--- src/rtl/tim_apb_master_if.sv ---
// Command, response and APB signal bundle for the timer APB initiator.
// The master modport is the initiator's view; the slave modport is the
// view of everything around it (command source, response sink, APB target).
interface tim_apb_master_if;
  // command channel
  logic        cmd_valid;
  logic        cmd_ready;
  logic        cmd_write;
  logic [11:0] cmd_addr;
  logic [31:0] cmd_wdata;
  logic [3:0]  cmd_strb;
  // response channel
  logic        rsp_valid;
  logic        rsp_ready;
  logic [31:0] rsp_rdata;
  logic        rsp_err;
  logic        rsp_timeout;
  // APB4 towards the timer
  logic        tim_psel;
  logic        tim_penable;
  logic        tim_pwrite;
  logic [11:0] tim_paddr;
  logic [31:0] tim_pwdata;
  logic [3:0]  tim_pstrb;
  logic [31:0] tim_prdata;
  logic        tim_pready;
  logic        tim_pslverr;

  modport master (
    input  cmd_valid, cmd_write, cmd_addr, cmd_wdata, cmd_strb,
    output cmd_ready,
    output rsp_valid, rsp_rdata, rsp_err, rsp_timeout,
    input  rsp_ready,
    output tim_psel, tim_penable, tim_pwrite, tim_paddr, tim_pwdata, tim_pstrb,
    input  tim_prdata, tim_pready, tim_pslverr
  );

  modport slave (
    output cmd_valid, cmd_write, cmd_addr, cmd_wdata, cmd_strb,
    input  cmd_ready,
    input  rsp_valid, rsp_rdata, rsp_err, rsp_timeout,
    output rsp_ready,
    input  tim_psel, tim_penable, tim_pwrite, tim_paddr, tim_pwdata, tim_pstrb,
    output tim_prdata, tim_pready, tim_pslverr
  );
endinterface

--- src/rtl/tim_apb_master.sv ---
// APB4 initiator for the timer block. Accepts one command at a time on a
// valid/ready channel, runs a single SETUP/ACCESS transfer and presents the
// result on a response channel that is held until accepted. Slaves that
// never assert pready are aborted after TIMEOUT_CYC ACCESS cycles (0 = never).
module tim_apb_master #(
  parameter int unsigned TIMEOUT_CYC = 256
) (
  input  logic                 sys_clk,
  input  logic                 sys_rst_n,
  tim_apb_master_if.master     bus
);

  typedef enum logic [1:0] {
    ST_IDLE   = 2'b00,
    ST_SETUP  = 2'b01,
    ST_ACCESS = 2'b10,
    ST_RESP   = 2'b11
  } state_t;

  // Timeout compare value: the ACCESS cycle index on which the abort fires.
  localparam bit          TIMEOUT_EN_C   = (TIMEOUT_CYC != 32'd0);
  localparam logic [15:0] TIMEOUT_LAST_C = (TIMEOUT_CYC == 32'd0) ? 16'd0
                                           : 16'(TIMEOUT_CYC - 32'd1);

  state_t      state_r, state_nxt_s;

  logic        psel_r,        psel_nxt_s;
  logic        penable_r,     penable_nxt_s;
  logic        pwrite_r,      pwrite_nxt_s;
  logic [11:0] paddr_r,       paddr_nxt_s;
  logic [31:0] pwdata_r,      pwdata_nxt_s;
  logic [3:0]  pstrb_r,       pstrb_nxt_s;
  logic        rsp_valid_r,   rsp_valid_nxt_s;
  logic [31:0] rsp_rdata_r,   rsp_rdata_nxt_s;
  logic        rsp_err_r,     rsp_err_nxt_s;
  logic        rsp_timeout_r, rsp_timeout_nxt_s;
  logic [15:0] wait_cnt_r,    wait_cnt_nxt_s;

  // State register; reset drops any in-flight transfer back to IDLE.
  always_ff @(posedge sys_clk or negedge sys_rst_n) begin
    if (!sys_rst_n) begin
      state_r <= ST_IDLE;
    end else begin
      state_r <= state_nxt_s;
    end
  end

  // Next-state and next-output decode; every register holds unless changed.
  always_comb begin
    state_nxt_s       = state_r;
    psel_nxt_s        = psel_r;
    penable_nxt_s     = penable_r;
    pwrite_nxt_s      = pwrite_r;
    paddr_nxt_s       = paddr_r;
    pwdata_nxt_s      = pwdata_r;
    pstrb_nxt_s       = pstrb_r;
    rsp_valid_nxt_s   = rsp_valid_r;
    rsp_rdata_nxt_s   = rsp_rdata_r;
    rsp_err_nxt_s     = rsp_err_r;
    rsp_timeout_nxt_s = rsp_timeout_r;
    wait_cnt_nxt_s    = wait_cnt_r;

    case (state_r)
      ST_IDLE: begin
        if (bus.cmd_valid) begin
          // Reads carry no write data or strobes on APB4.
          state_nxt_s   = ST_SETUP;
          psel_nxt_s    = 1'b1;
          penable_nxt_s = 1'b0;
          pwrite_nxt_s  = bus.cmd_write;
          paddr_nxt_s   = bus.cmd_addr;
          pwdata_nxt_s  = bus.cmd_write ? bus.cmd_wdata : 32'd0;
          pstrb_nxt_s   = bus.cmd_write ? bus.cmd_strb  : 4'b0000;
        end else begin
          state_nxt_s   = ST_IDLE;
        end
      end

      ST_SETUP: begin
        state_nxt_s    = ST_ACCESS;
        psel_nxt_s     = 1'b1;
        penable_nxt_s  = 1'b1;
        wait_cnt_nxt_s = 16'd0;
      end

      ST_ACCESS: begin
        if (bus.tim_pready) begin
          // Completion takes priority over a timeout in the same cycle.
          state_nxt_s       = ST_RESP;
          psel_nxt_s        = 1'b0;
          penable_nxt_s     = 1'b0;
          rsp_valid_nxt_s   = 1'b1;
          rsp_rdata_nxt_s   = pwrite_r ? 32'd0 : bus.tim_prdata;
          rsp_err_nxt_s     = bus.tim_pslverr;
          rsp_timeout_nxt_s = 1'b0;
        end else if (TIMEOUT_EN_C && (wait_cnt_r == TIMEOUT_LAST_C)) begin
          state_nxt_s       = ST_RESP;
          psel_nxt_s        = 1'b0;
          penable_nxt_s     = 1'b0;
          rsp_valid_nxt_s   = 1'b1;
          rsp_rdata_nxt_s   = 32'd0;
          rsp_err_nxt_s     = 1'b1;
          rsp_timeout_nxt_s = 1'b1;
          wait_cnt_nxt_s    = wait_cnt_r + 16'd1;
        end else begin
          wait_cnt_nxt_s    = wait_cnt_r + 16'd1;
        end
      end

      ST_RESP: begin
        if (bus.rsp_ready) begin
          state_nxt_s     = ST_IDLE;
          rsp_valid_nxt_s = 1'b0;
        end else begin
          state_nxt_s     = ST_RESP;
          rsp_valid_nxt_s = 1'b1;
        end
      end

      default: begin
        state_nxt_s     = ST_IDLE;
        psel_nxt_s      = 1'b0;
        penable_nxt_s   = 1'b0;
        rsp_valid_nxt_s = 1'b0;
      end
    endcase
  end

  // Output and datapath registers; all clear on reset.
  always_ff @(posedge sys_clk or negedge sys_rst_n) begin
    if (!sys_rst_n) begin
      psel_r        <= 1'b0;
      penable_r     <= 1'b0;
      pwrite_r      <= 1'b0;
      paddr_r       <= 12'd0;
      pwdata_r      <= 32'd0;
      pstrb_r       <= 4'b0000;
      rsp_valid_r   <= 1'b0;
      rsp_rdata_r   <= 32'd0;
      rsp_err_r     <= 1'b0;
      rsp_timeout_r <= 1'b0;
      wait_cnt_r    <= 16'd0;
    end else begin
      psel_r        <= psel_nxt_s;
      penable_r     <= penable_nxt_s;
      pwrite_r      <= pwrite_nxt_s;
      paddr_r       <= paddr_nxt_s;
      pwdata_r      <= pwdata_nxt_s;
      pstrb_r       <= pstrb_nxt_s;
      rsp_valid_r   <= rsp_valid_nxt_s;
      rsp_rdata_r   <= rsp_rdata_nxt_s;
      rsp_err_r     <= rsp_err_nxt_s;
      rsp_timeout_r <= rsp_timeout_nxt_s;
      wait_cnt_r    <= wait_cnt_nxt_s;
    end
  end

  // cmd_ready follows the state directly so it is high throughout reset.
  assign bus.cmd_ready   = (state_r == ST_IDLE);

  assign bus.tim_psel    = psel_r;
  assign bus.tim_penable = penable_r;
  assign bus.tim_pwrite  = pwrite_r;
  assign bus.tim_paddr   = paddr_r;
  assign bus.tim_pwdata  = pwdata_r;
  assign bus.tim_pstrb   = pstrb_r;
  assign bus.rsp_valid   = rsp_valid_r;
  assign bus.rsp_rdata   = rsp_rdata_r;
  assign bus.rsp_err     = rsp_err_r;
  assign bus.rsp_timeout = rsp_timeout_r;

endmodule

--- src/flat_wrapper.sv ---
// flat-port wrapper written by rule: the top's interface ports become plain ports
module tim_apb_master_flat 
#(
  parameter int unsigned TIMEOUT_CYC = 256
)
  (sys_clk, sys_rst_n, bus_cmd_valid, bus_cmd_write, bus_cmd_addr, bus_cmd_wdata, bus_cmd_strb, bus_cmd_ready, bus_rsp_valid, bus_rsp_rdata, bus_rsp_err, bus_rsp_timeout, bus_rsp_ready, bus_tim_psel, bus_tim_penable, bus_tim_pwrite, bus_tim_paddr, bus_tim_pwdata, bus_tim_pstrb, bus_tim_prdata, bus_tim_pready, bus_tim_pslverr);
  tim_apb_master_if bus_i ();
  input  logic sys_clk;
  input  logic sys_rst_n;
  input wire logic [$bits(bus_i.cmd_valid)-1:0] bus_cmd_valid;
  input wire logic [$bits(bus_i.cmd_write)-1:0] bus_cmd_write;
  input wire logic [$bits(bus_i.cmd_addr)-1:0] bus_cmd_addr;
  input wire logic [$bits(bus_i.cmd_wdata)-1:0] bus_cmd_wdata;
  input wire logic [$bits(bus_i.cmd_strb)-1:0] bus_cmd_strb;
  output wire logic [$bits(bus_i.cmd_ready)-1:0] bus_cmd_ready;
  output wire logic [$bits(bus_i.rsp_valid)-1:0] bus_rsp_valid;
  output wire logic [$bits(bus_i.rsp_rdata)-1:0] bus_rsp_rdata;
  output wire logic [$bits(bus_i.rsp_err)-1:0] bus_rsp_err;
  output wire logic [$bits(bus_i.rsp_timeout)-1:0] bus_rsp_timeout;
  input wire logic [$bits(bus_i.rsp_ready)-1:0] bus_rsp_ready;
  output wire logic [$bits(bus_i.tim_psel)-1:0] bus_tim_psel;
  output wire logic [$bits(bus_i.tim_penable)-1:0] bus_tim_penable;
  output wire logic [$bits(bus_i.tim_pwrite)-1:0] bus_tim_pwrite;
  output wire logic [$bits(bus_i.tim_paddr)-1:0] bus_tim_paddr;
  output wire logic [$bits(bus_i.tim_pwdata)-1:0] bus_tim_pwdata;
  output wire logic [$bits(bus_i.tim_pstrb)-1:0] bus_tim_pstrb;
  input wire logic [$bits(bus_i.tim_prdata)-1:0] bus_tim_prdata;
  input wire logic [$bits(bus_i.tim_pready)-1:0] bus_tim_pready;
  input wire logic [$bits(bus_i.tim_pslverr)-1:0] bus_tim_pslverr;
  assign bus_i.cmd_valid = bus_cmd_valid;
  assign bus_i.cmd_write = bus_cmd_write;
  assign bus_i.cmd_addr = bus_cmd_addr;
  assign bus_i.cmd_wdata = bus_cmd_wdata;
  assign bus_i.cmd_strb = bus_cmd_strb;
  assign bus_cmd_ready = bus_i.cmd_ready;
  assign bus_rsp_valid = bus_i.rsp_valid;
  assign bus_rsp_rdata = bus_i.rsp_rdata;
  assign bus_rsp_err = bus_i.rsp_err;
  assign bus_rsp_timeout = bus_i.rsp_timeout;
  assign bus_i.rsp_ready = bus_rsp_ready;
  assign bus_tim_psel = bus_i.tim_psel;
  assign bus_tim_penable = bus_i.tim_penable;
  assign bus_tim_pwrite = bus_i.tim_pwrite;
  assign bus_tim_paddr = bus_i.tim_paddr;
  assign bus_tim_pwdata = bus_i.tim_pwdata;
  assign bus_tim_pstrb = bus_i.tim_pstrb;
  assign bus_i.tim_prdata = bus_tim_prdata;
  assign bus_i.tim_pready = bus_tim_pready;
  assign bus_i.tim_pslverr = bus_tim_pslverr;
  tim_apb_master #(.TIMEOUT_CYC(TIMEOUT_CYC)) u_core (.sys_clk(sys_clk), .sys_rst_n(sys_rst_n), .bus(bus_i));
endmodule
--- config.mk ---
export PLATFORM = sky130hd
export DESIGN_NAME = tim_apb_master_flat
export DESIGN_NICKNAME = d
export VERILOG_FILES = /design/src/rtl/tim_apb_master_if.sv /design/src/rtl/tim_apb_master.sv /design/src/flat_wrapper.sv
export SDC_FILE = /design/constraint.sdc
export NUM_CORES = 1
export LEC_CHECK = 0
export ABC_CLOCK_PERIOD_IN_PS = 2150
export CAP_MARGIN = 20
export CORE_ASPECT_RATIO = 0.7
export CORE_MARGIN = 5
export CORE_UTILIZATION = 44
export CTS_BUF_LIST = sky130_fd_sc_hd__clkbuf_8
export DETAILED_ROUTE_END_ITERATION = 8
export GPL_ROUTABILITY_DRIVEN = 0
export GPL_TIMING_DRIVEN = 0
export PLACE_DENSITY = 0.91
export SLEW_MARGIN = 25
export SYNTH_ARGS = -nofsm -noshare
export SYNTH_HDL_FRONTEND = slang
export SYNTH_SLANG_ARGS = --single-unit
--- constraint.sdc ---
create_clock -name sys_clk -period 2.15 [get_ports sys_clk]
set_clock_uncertainty 0.15 [all_clocks]
set_input_delay 0.43 -clock sys_clk [delete_from_list [all_inputs] [get_ports sys_clk]]
set_output_delay 0.43 -clock sys_clk [all_outputs]
set_load 0.1 [all_outputs]
**Word-level counts from Yosys, hierarchy flattened**

Index checks and enable logic that the tools add are counted.
Widths: inputs -> output; s select.

- Output and inout port bits: 87
- Input port bits: 87
- Logic and storage cells: 54
- Bits in registers: 104

- Equal/unequal tests: 7
- Multiplexer cells: 24
- Add/sub/neg operators: 1
- Reduce and logical (&&, ||, !) cells: 10

Operators with widths:

| cell | number |
|---|---|
| $mux 32 | 4 |
| $pmux 16 s2 | 1 |
| $add 16x1->16 const B | 1 |
| $eq 16x8->1 const B | 1 |
| $mux 16 | 1 |
| $mux 1 | 10 |
| $pmux 2 s4 | 1 |
| $reduce_and 2->1 | 4 |
| $mux 2 | 3 |
| $pmux 1 s3 | 2 |
| $reduce_bool 2->1 | 3 |
| $eq 2x2->1 const B | 2 |
| $mux 4 | 1 |
| $ne 2x2->1 const B | 2 |
| $ne 3x2->1 const B | 1 |
| $reduce_and 3->1 | 1 |
| $reduce_bool 3->1 | 1 |
| $eq 2x1->1 const B | 1 |
| $logic_not 2->1 | 1 |
| $pmux 1 s2 | 1 |

**Depth between registers and ports, before layout**

- Depth after elaboration: 4
- Gate-level depth with buffers: 7

**Least setup slack after synthesis**

Ideal clock, no wire load.

- Kind: register to register
- Start: register u_core.state_r[0]
- End: register u_core.pwdata_r[28], in the netlist u_core.bus.tim_pwdata[28]
- Clock period less this slack: 2.937 ns
- Setup time: 0.136 ns
- Cell stages (with the launch flop): 7
- Setup slack: -0.787 ns
- Arrival time: 2.651 ns
- Cells stage by stage: dfrtp_1 nor2_1 nand2_1 buf_1 clkbuf_1 nand2_1 o21ai_0

- Longest elaborated chain between the ends: 2

RTL lines:

| what | RTL line | RTL |
|---|---|---|
| from (decl) | tim_apb_master.sv:25 | `state_t state_r, state_nxt_s;` |
| from (signal assigned) | tim_apb_master.sv:44 | `state_r <= state_nxt_s;` |
| $logic_not 2->1 | -- |  |
| named net bus_cmd_ready | flat_wrapper.sv:15 | `output wire logic [$bits(bus_i.cmd_ready)-1:0] bus_cmd_ready;` |
| $reduce_and 2->1 (no line) | -- |  |
| to (signal assigned) | tim_apb_master.sv:148 | `pwdata_r <= pwdata_nxt_s;` |
| to (decl) | tim_apb_master.sv:31 | `logic [31:0] pwdata_r, pwdata_nxt_s;` |

The timed path passes the listed nets, and every way through them passes these cells.
A chain may end at the register's enable or synchronous reset.

**Final worst setup path**

- Start: register u_core.wait_cnt_r[1]
- End: register u_core.rsp_rdata_r[0], in the netlist u_core.bus.rsp_rdata[0]

- Longest elaborated chain between the ends: 3

RTL lines:

| what | RTL line | RTL |
|---|---|---|
| from (decl) | tim_apb_master.sv:37 | `logic [15:0] wait_cnt_r, wait_cnt_nxt_s;` |
| from (signal assigned) | tim_apb_master.sv:154 | `wait_cnt_r <= wait_cnt_nxt_s;` |
| $eq 16x8->1 | tim_apb_master.sv:96 | `end else if (TIMEOUT_EN_C && (wait_cnt_r == TIMEOUT_LAST_C)) begin` |
| $reduce_bool 2->1 (no line) | -- |  |
| $reduce_and 2->1 (no line) | -- |  |
| to (signal assigned) | tim_apb_master.sv:151 | `rsp_rdata_r <= rsp_rdata_nxt_s;` |
| to (decl) | tim_apb_master.sv:34 | `logic [31:0] rsp_rdata_r, rsp_rdata_nxt_s;` |

Every way passes these cells.

==> metrics.cfg <==
[clock_tree]
clk_latency_ps=360
cts_tree=done
ctsLongestPathBuffers=2
cts_sinks=104
cts.clk_slew.worst_paths_ps=90
clock-root-buffer=clkbuf_8
cts-htree-levels=3
cts_buffers=9

[routing]
via_count=3654
postRouteWirelength_um=12100
avgViaCountPerCell=5.27
drt-wirelength-per-cell_um=17.5
dr.pass1.iters=4
detailedRoute.firstIterationViolations=158
drc=0
antenna_left=0

[sta]
max_slew.worst_pin.slew_ps=604
fin_crit_sh=0.965
totalNegativeSetupSlack_ps=0
finalMaxSlewViolations=0
final.min_clock_period_ps=2070
finalSetupViolations=0
grt_setup_unrepaired=no
timing_hold_violations_final=0
fmaxAchievable_mhz=482
max-slew-margin-rel=0.597

[critical_path]
timing.critical_path.slowest_stage_cell=dfrtp_1
path_buf_inv=2
type_of_the_worst_setup_path=reg -> reg
cp_peak_stage_delay_ps=440
timing.critical_path.cells=ha_1 > and4_1 > a41oi_2 > nand2b_1 > buf_6 > buf_6 > a22o_1
r2r.worst_path.cells=7
path_delay_family=simple AND/OR/NAND/NOR gates
worstSetupStartpointType=flip-flop
timing.critical_path.mode_cell=buf_6
timing.critical_path.fanout_max=10
cp_data_required_time_ps=2240
crit_arrival_ps=2170
cp-end-kind=flip-flop
critical_path_depth=7

[floorplanning]
die_h_um=92
dieArea_mm2=0.0117
die-width_um=127
placementRows=29
placeableCoreArea_mm2=0.00922
boundaryPins=174
floorplan.initialDensity=0.459

[synthesis]
post_synth_and_or_nand_nor_area_fraction=0.149
synth_fp_nets=467
yosysSeqAreaShare=0.616
mappedNetlistArea_mm2=0.00423
synth-adder-area-share=0.00296
per_instance_average_area_after_synthesis_um2=11.2
synth-seq-cells=104
mux_contribution_to_synthesized_area=0.0465
synth_top_family_by_area=compound AO/OA/AOI/OAI gates
xor_and_xnor_fraction_of_the_mapped_netlist_area=0.00207
number_of_synthesized_flops_with_an_enable_pin=0
synth_compound_area_frac=0.153
ys_types=38
synthArstFlopShare=1.00
yosysWarnings=0
synth_cells=379
ys.flop_type=dfrtp_1

[final_layout]
mostFrequentLayoutCell=dfrtp_1
area_growth_pct=52.9
mostFrequentLayoutCells=dfrtp_1 (103), nand2_1 (91), clkdlybuf4s50_1 (84)
num-fill-cells=649
drive_above_1_share=0.244
nNetsFinal=653
num_antenna_cells=0

[grt]
grt_first_pass_wirelength_um=19100
grt_start_max_net_pins=57
track_usage=0.206
grt_pass1_vias=3666
antenna_found_initial=0
global_route.overflow_total=0

[run_status]
outcome=completed

[worst_hold_path]
hold_path_class=reg -> reg
worstHoldPathCells=2

[job]
maxCapViolations=0

[placed_design]
half_perimeter_wire_length_of_the_detailed_placement_result_um=9040
port_buffers=172

-- cell families (layout without fill, tap and decap cells) --
group           after synthesis  after routing
simple gates                134            134
flops                       104            104
compound gates               96             96
buf+inv                      25            215
mux                          18             18
fa+ha+maj                     1              1
xor+xnor                      1              1
-- synth_stat cells, types with 2 or more instances --
| cell type | n | area (um^2) |
|---|---|---|
| dfrtp_1 | 104 | 2600 |
| nand2_1 | 91 | 342 |
| o21ai_0 | 49 | 245 |
| a22o_1 | 32 | 280 |
| clkbuf_1 | 13 | 48.8 |
| mux2_2 | 13 | 146 |
| nor2_1 | 11 | 41.3 |
| nand3_1 | 6 | 30.0 |
| and3_1 | 5 | 31.3 |
| mux2i_1 | 5 | 50.1 |
| nand4_1 | 5 | 31.3 |
| a21oi_1 | 4 | 20.0 |
| buf_2 | 4 | 20.0 |
| buf_6 | 4 | 45.0 |
| nand2b_1 | 3 | 18.8 |
| a31oi_1 | 2 | 12.5 |
| buf_1 | 2 | 7.51 |
| nor2b_1 | 2 | 12.5 |
| nor4_1 | 2 | 12.5 |
| nor4_4 | 2 | 42.5 |
| o211ai_1 | 2 | 15.0 |
| o31ai_1 | 2 | 15.0 |
-- cell type report --
type,instances,area (um^2),share of cell area
plain buffers,24,130,0.0201
clock buffers,10,138,0.0213
clock inverters,5,129,0.0199
inverters,1,3.75,0.000581
multi-input cells,250,1500,0.232
flip-flops and latches,104,2600,0.403
well taps,124,155,0.0240
repair buffers,175,1800,0.279
-- layer usage --
layer  share of wire  track usage  vias to the layer above  wire [um]
met4           0.011       0.0438                        0        131
met3            0.11       0.0923                       13       1290
met2            0.48        0.343                      169       5840
li1                -            -                     1698          -
met1            0.40        0.248                     1774       4870
met5               0            0                        -          0
-- worst reg2reg max path, cell delays in order, from the launching register on --
cell and delay [ps]:
dfrtp_1 440, ha_1 250, and4_1 290, a41oi_2 160, nand2b_1 200, buf_6 150, buf_6 130, a22o_1 200
-- path summary, 6_finish.rpt --
check,to,slack (ps),start
max,u_core.bus.rsp_rdata[0]$_DFFE_PN0P_,80,u_core.wait_cnt_r[1]$_DFFE_PN0P_
min in group asynchronous,u_core.bus.rsp_err$_DFFE_PN0P_,420,sys_rst_n
min,u_core.bus.tim_pwdata[8]$_DFFE_PN0P_,340,u_core.bus.tim_pwdata[8]$_DFFE_PN0P_
max in group asynchronous,u_core.bus.tim_pwdata[11]$_DFFE_PN0P_,800,sys_rst_n
max reg2reg,u_core.bus.rsp_rdata[0]$_DFFE_PN0P_,80,u_core.wait_cnt_r[1]$_DFFE_PN0P_
min reg2reg,u_core.bus.tim_pwdata[8]$_DFFE_PN0P_,340,u_core.bus.tim_pwdata[8]$_DFFE_PN0P_
-- what timing repair did --
action / CTS / global route
gates resized for setup: 250 / 15
gates cloned: 0 / 0
hold endpoints to repair: 48 / 0
setup endpoints to repair: 88 / 79
pin swaps: 0 / 1
setup buffers: 0 / 1
hold buffers: 1 / 0
-- registers in the layout (all words and copies together) (netlist names) --
signal and flops:
u_core.bus.rsp_valid 1, u_core.bus.rsp_err 1, u_core.bus.rsp_rdata 32, u_core.bus.tim_psel 1, u_core.bus.tim_paddr 12, u_core.bus.tim_pwrite 1
u_core.bus.tim_penable 1, u_core.wait_cnt_r 16, u_core.bus.tim_pstrb 4, u_core.bus.rsp_timeout 1, u_core.state_r 2, u_core.bus.tim_pwdata 32
-- stage by stage --
stage / hold WS (ps) / util / cell area, um^2 / instances / setup slack (ps)
after floorplan: -15.6 / - / 4230 / 379 / 126
after global placement: 310 / 0.663 / 6110 / 675 / -3270
after detailed placement: 252 / 0.666 / 6140 / 676 / -371
after CTS: 344 / 0.706 / 6510 / 692 / 0.504
after global routing: 362 / 0.701 / 6460 / 693 / 2.14
final: 337 / 0.701 / 6460 / 693 / 75.7
Power is left out: the tool's default activity adds up to more than one toggle a clock period on the data nets, which glitch-free logic cannot reach.
